==> src/rtl/hilo_ctrl.sv <==
// HI/LO register owner and MULT_DIV sequencer: accepts mul/div/move requests,
// launches MULT_DIV, captures its {hi,lo} result and stalls the requester while busy.
module hilo_ctrl #(
    parameter int unsigned DATA_W    = 32,
    parameter int unsigned START_LAT = 1,
    parameter int unsigned TIMEOUT   = 255
) (
    input  logic                  clk,
    input  logic                  rst_n,
    input  logic                  req_valid,
    input  logic [2:0]            req_op,
    input  logic [DATA_W-1:0]     rs_val,
    input  logic [DATA_W-1:0]     rt_val,
    output logic                  req_ready,
    output logic                  rd_valid,
    output logic [DATA_W-1:0]     rd_data,
    output logic                  md_enable,
    output logic [DATA_W-1:0]     md_value_1,
    output logic [DATA_W-1:0]     md_value_2,
    output logic [1:0]            md_operation,
    input  logic [2*DATA_W-1:0]   md_out,
    input  logic                  md_in_operation,
    output logic [DATA_W-1:0]     hi,
    output logic [DATA_W-1:0]     lo,
    output logic                  err
);

    localparam int unsigned CNT_MAX = (TIMEOUT > START_LAT) ? TIMEOUT : START_LAT;
    localparam int unsigned CNT_W   = $clog2(CNT_MAX + 1);

    typedef enum logic [1:0] {
        S_IDLE,
        S_LAUNCH,
        S_WAIT,
        S_DONE
    } state_t;

    state_t              state, state_nxt;
    logic [CNT_W-1:0]    cnt, cnt_nxt;
    logic                req_ready_nxt;
    logic                rd_valid_nxt;
    logic [DATA_W-1:0]   rd_data_nxt;
    logic                md_enable_nxt;
    logic [DATA_W-1:0]   md_value_1_nxt;
    logic [DATA_W-1:0]   md_value_2_nxt;
    logic [1:0]          md_operation_nxt;
    logic [DATA_W-1:0]   hi_nxt;
    logic [DATA_W-1:0]   lo_nxt;
    logic                err_nxt;

    // Next-state and next-output logic; every output is registered below.
    always_comb begin
        state_nxt        = state;
        cnt_nxt          = cnt;
        rd_valid_nxt     = 1'b0;
        rd_data_nxt      = rd_data;
        md_enable_nxt    = 1'b0;
        md_value_1_nxt   = md_value_1;
        md_value_2_nxt   = md_value_2;
        md_operation_nxt = md_operation;
        hi_nxt           = hi;
        lo_nxt           = lo;
        err_nxt          = err;

        case (state)
            S_IDLE: begin
                if (req_valid && req_ready) begin
                    if (!req_op[2]) begin
                        md_value_1_nxt   = rs_val;
                        md_value_2_nxt   = rt_val;
                        md_operation_nxt = req_op[1:0];
                        md_enable_nxt    = 1'b1;
                        cnt_nxt          = '0;
                        state_nxt        = S_LAUNCH;
                    end else begin
                        case (req_op[1:0])
                            2'd0: begin
                                rd_valid_nxt = 1'b1;
                                rd_data_nxt  = hi;
                            end
                            2'd1: begin
                                rd_valid_nxt = 1'b1;
                                rd_data_nxt  = lo;
                            end
                            2'd2:    hi_nxt = rs_val;
                            default: lo_nxt = rs_val;
                        endcase
                    end
                end
            end
            S_LAUNCH: begin
                // md_in_operation is not trusted until START_LAT cycles after the pulse
                if (cnt == CNT_W'(START_LAT - 1)) begin
                    cnt_nxt   = '0;
                    state_nxt = S_WAIT;
                end else begin
                    cnt_nxt = cnt + CNT_W'(1);
                end
            end
            S_WAIT: begin
                if (!md_in_operation) begin
                    state_nxt = S_DONE;
                end else begin
                    cnt_nxt = cnt + CNT_W'(1);
                    if ((TIMEOUT != 0) && (cnt_nxt == CNT_W'(TIMEOUT))) begin
                        err_nxt   = 1'b1;
                        state_nxt = S_IDLE;
                    end
                end
            end
            S_DONE: begin
                hi_nxt    = md_out[2*DATA_W-1:DATA_W];
                lo_nxt    = md_out[DATA_W-1:0];
                state_nxt = S_IDLE;
            end
            default: state_nxt = S_IDLE;
        endcase

        req_ready_nxt = (state_nxt == S_IDLE);
    end

    // State register.
    always_ff @(posedge clk or negedge rst_n) begin
        if (!rst_n) begin
            state <= S_IDLE;
            cnt   <= '0;
        end else begin
            state <= state_nxt;
            cnt   <= cnt_nxt;
        end
    end

    // Output and architectural registers; req_ready comes out of reset high since IDLE accepts.
    always_ff @(posedge clk or negedge rst_n) begin
        if (!rst_n) begin
            req_ready    <= 1'b1;
            rd_valid     <= 1'b0;
            rd_data      <= '0;
            md_enable    <= 1'b0;
            md_value_1   <= '0;
            md_value_2   <= '0;
            md_operation <= '0;
            hi           <= '0;
            lo           <= '0;
            err          <= 1'b0;
        end else begin
            req_ready    <= req_ready_nxt;
            rd_valid     <= rd_valid_nxt;
            rd_data      <= rd_data_nxt;
            md_enable    <= md_enable_nxt;
            md_value_1   <= md_value_1_nxt;
            md_value_2   <= md_value_2_nxt;
            md_operation <= md_operation_nxt;
            hi           <= hi_nxt;
            lo           <= lo_nxt;
            err          <= err_nxt;
        end
    end

endmodule
==> config.mk <==
export PLATFORM = sky130hd
export DESIGN_NAME = hilo_ctrl
export DESIGN_NICKNAME = d
export VERILOG_FILES = /design/src/rtl/hilo_ctrl.sv
export SDC_FILE = /design/constraint.sdc
export NUM_CORES = 1
export LEC_CHECK = 0
export CAP_MARGIN = 20
export CORE_MARGIN = 8
export CORE_UTILIZATION = 44
export CTS_CLUSTER_DIAMETER = 40
export DETAILED_ROUTE_END_ITERATION = 8
export PLACE_DENSITY = 0.8
export REMOVE_ABC_BUFFERS = 1
export SLEW_MARGIN = 5
export SYNTH_ARGS = -nofsm -noshare
export SYNTH_HDL_FRONTEND = slang
export SYNTH_SLANG_ARGS = --single-unit
==> constraint.sdc <==
create_clock -name clk -period 2.29 [get_ports clk]
set_input_delay 0.458 -clock clk [delete_from_list [all_inputs] [get_ports clk]]
set_output_delay 0.458 -clock clk [all_outputs]
set_load 0.005 [all_outputs]
==> key figures <==
Outcome
  • Status: completed

Critical path
  • CP Max Fanout: 7
  • Worst setup path category: reg -> reg
  • Crit start category: register
  • Arr. time, crit path: 2410 ps
  • Setup crit end kind: register
  • WP data required: 2620 ps

Power and ir drop
  • Sw Share: 0.3404
  • Clk pwr share: 0.195
  • Reg power frac: 0.370
  • Proportion of power drawn by combinational gates: 0.435
  • P per Cell Area: 1266 mW/mm2
  • Reported leakage power: 5.218 nW
  • Internal power: 9.680 mW
  • Power consumption: 14.67 mW
  • Peak VDD IR: 0.0005751 V
  • Sw power: 4.995 mW

Timing
  • Max Fclk: 0.4805 GHz
  • Worst rel slew slack: 0.6802
  • Worst Skew: 9.270 ps
  • Worst-Margin Slew: 479.7 ps
  • Final period utilization: 0.9088
  • Fin crit period: 2081 ps
  • RSZ-0062 raised after global routing: false
  • Final Hold Viols: 0
  • Slew Viols, Final: 0
  • Setup violations, final: 0
  • Post-route worst setup slack: 208.8 ps

Finish
  • Share of cells above drive strength 1: 0.05841
  • Final Non-Filler Cells: 1356
  • Layout Nets: 1262
  • Final core utilization: 0.6796
  • Area Growth Syn to Fin: 52.75%
  • Finished Cell Area: 0.01159 mm2

Synth
  • Syn Std Cell Area: 0.007589 mm2
  • Library cells used by synthesis: 36
  • Number of synthesized flops with an enable pin: 0
  • Post-synth top area share: 0.5771
  • Sequential fraction of the synthesis area: 0.5805
  • Most numerous cell in the Yosys netlist: nand2_1
  • Dominant cells by area after synthesis: dfrtp_1 (58%), nand2_1 (15%), o21ai_0 (7.4%)
  • Commonest cells in the netlist: nand2_1 (296), dfrtp_1 (175), o21ai_0 (112)
  • Async set-reset flop share out of synthesis: 1.000
  • Dominant cell type by area after synthesis: dfrtp_1
  • Yosys warns: 0
  • Syn_area_per_cell: 9.154 um2
  • Synth Flop Type: dfrtp_1
  • Mapped Cells: 829
  • #FFs+latches synth: 176

Floorplan
  • Die area: 0.02170 mm2
  • # IOs: 301
  • Cell Rows: 48
  • Core area: 0.01706 mm2
  • Initial Utilization: 0.4449
  • Die span in x: 147.3 um
  • Die H: 147.3 um

Clock tree
  • CTS tree: done
  • Clock slew at reported path FFs: 70 ps
  • TritonCTS Sinks: 176
  • CTS root buf: clkbuf_16
  • Worst-Skew Late Latency: 430 ps
  • Maximum root-to-sink buffer count: 2
  • CTS buffer count: 17
  • # H-tree levels: 4

Drt
  • Initial DRT Pass Iterations: 5
  • Initial DRC count: 429
  • Via count: 6883
  • DR WL/cell: 18.18 um
  • WL final: 24.65 mm
  • Vias per cell: 5.076
  • DRC errors left: 0
  • Post-DRT Antenna Nets: 0

Place
  • PortBufs: 300
  • Final Wtd Congestion: 0.8256
  • Dpl ws: -15.90 ps
  • Cell total after placement: 1325
  • Dpl cell area: 0.01100 mm2
  • HPWL Detailed: 17.73 mm

Global route
  • GR Overflow Total: 0
  • Initial antenna violation count: 1
  • First-pass GRT wire length: 38.59 mm
  • Number of global-route vias before repair: 7105
  • GR Util All Layers: 0.2251
  • Largest net degree at the start of global routing: 97

Flow run
  • Maxcap violations: 0

Min path
  • Hold crit path type: reg -> reg
through the flow:
stage,hold WS [ps],setup TNS [ps]
finish,472.6,0
detailed placement,433.3,-27.37
CTS,477.2,0
floorplan,162.4,-203270
global placement,425.2,0
global route,491.8,0
path summary, 6_finish.rpt:
| check | slack (ps) | from | endpoint | depth (start not counted) |
|---|---|---|---|---|
| min in group asynchronous | 550 | rst_n | rd_data[17] | 2 |
| max in group asynchronous | 1050 | rst_n | hi[28] | 3 |
| max | 210 | state[0] | cnt[5] | 8 |
| max reg2reg | 210 | state[0] | cnt[5] | 8 |
| min reg2reg | 470 | md_value_1[15] | md_value_1[15] | 2 |
| min | 470 | md_value_1[15] | md_value_1[15] | 2 |
layout by cell type (no fill, tap or decap), types with 3 or more instances in the layout:
cell             synthesis  routed
mux2i_1                 32      32
nand2_1                296     296
nand3_1                  3       3
o31ai_1                  4       4
nor2_1                   7       6
o21ai_0                112     112
buf_4                    0      10
clkdlybuf4s50_1          0     299
a21oi_1                 66      64
nand2b_1                 4       3
inv_6                    0       4
clkinvlp_4               0       5
nor2b_1                 37      37
dfrtp_1                175     175
clkbuf_16                0      17
buf_12                   0      10
inv_1                   11      11
and3_1                   3       3
ha_1                     7       5
area by class of cell:
type | instances | area [um2]
diodes | 1 | 2.502
clock buffers | 18 | 439.2
clock inverters | 11 | 132.6
fillers | 1393 | 5465
inverters | 12 | 45.04
multi-input cells | 592 | 2995
flip-flops and latches | 176 | 4405
well taps | 225 | 281.5
repair buffers | 321 | 3289
repair_timing:
| item | in CTS | in global routing |
|---|---|---|
| hold buffers | 1 | 0 |
| hold endpoints to repair | 41 | 0 |
| endpoints found under the setup margin | 0 | 1 |
| resized for setup | 0 | 1 |
| setup buffers | 0 | 0 |
flip-flops by register name, indices dropped and copies added (netlist names), 2 cells and up:
register,cells
cnt,8
hi,32
lo,32
md_operation,2
md_value_1,32
md_value_2,32
rd_data,32
state,2
worst max-delay path, stage by stage (launching register included):
cell and delay [ps]:
dfrtp_1 440, inv_1 160, ha_2 250, inv_1 60, or2_2 340, inv_2 100
o21ai_2 70, or2_1 320, o31ai_1 250
logic make-up after synthesis:
family                   count (synthesis)  synth area share
AO/OA/AOI/OAI                          191            0.1347
XOR/XNOR                                 2          0.002309
adder cells (fa/ha/maj)                  7           0.01154
buffers and inverters                   61           0.03100
flip-flops                             176            0.5805
multiplexers                            32           0.04221
AND/OR/NAND/NOR                        360            0.1977
metal layers:
layer	global-route usage	up-vias	wire length, um
li1	-	3312	-
met1	0.2711	3272	10360
met2	0.3594	258	11480
met3	0.08397	41	2156
met4	0.08822	0	660
met5	0	-	0
power groups by stage:
stage | clock (mW) | sequential [mW] | combinational (mW)
2_1_floorplan | 0 | 5.47 | 2.18
3_3_place_gp | 0 | 5.43 | 6.28
3_5_place_dp | 0 | 5.47 | 6.45
4_1_cts | 2.93 | 5.43 | 6.49
5_1_grt | 3.05 | 5.60 | 7.05
6_report | 2.86 | 5.43 | 6.38
(Power assumes the default switching activity.)
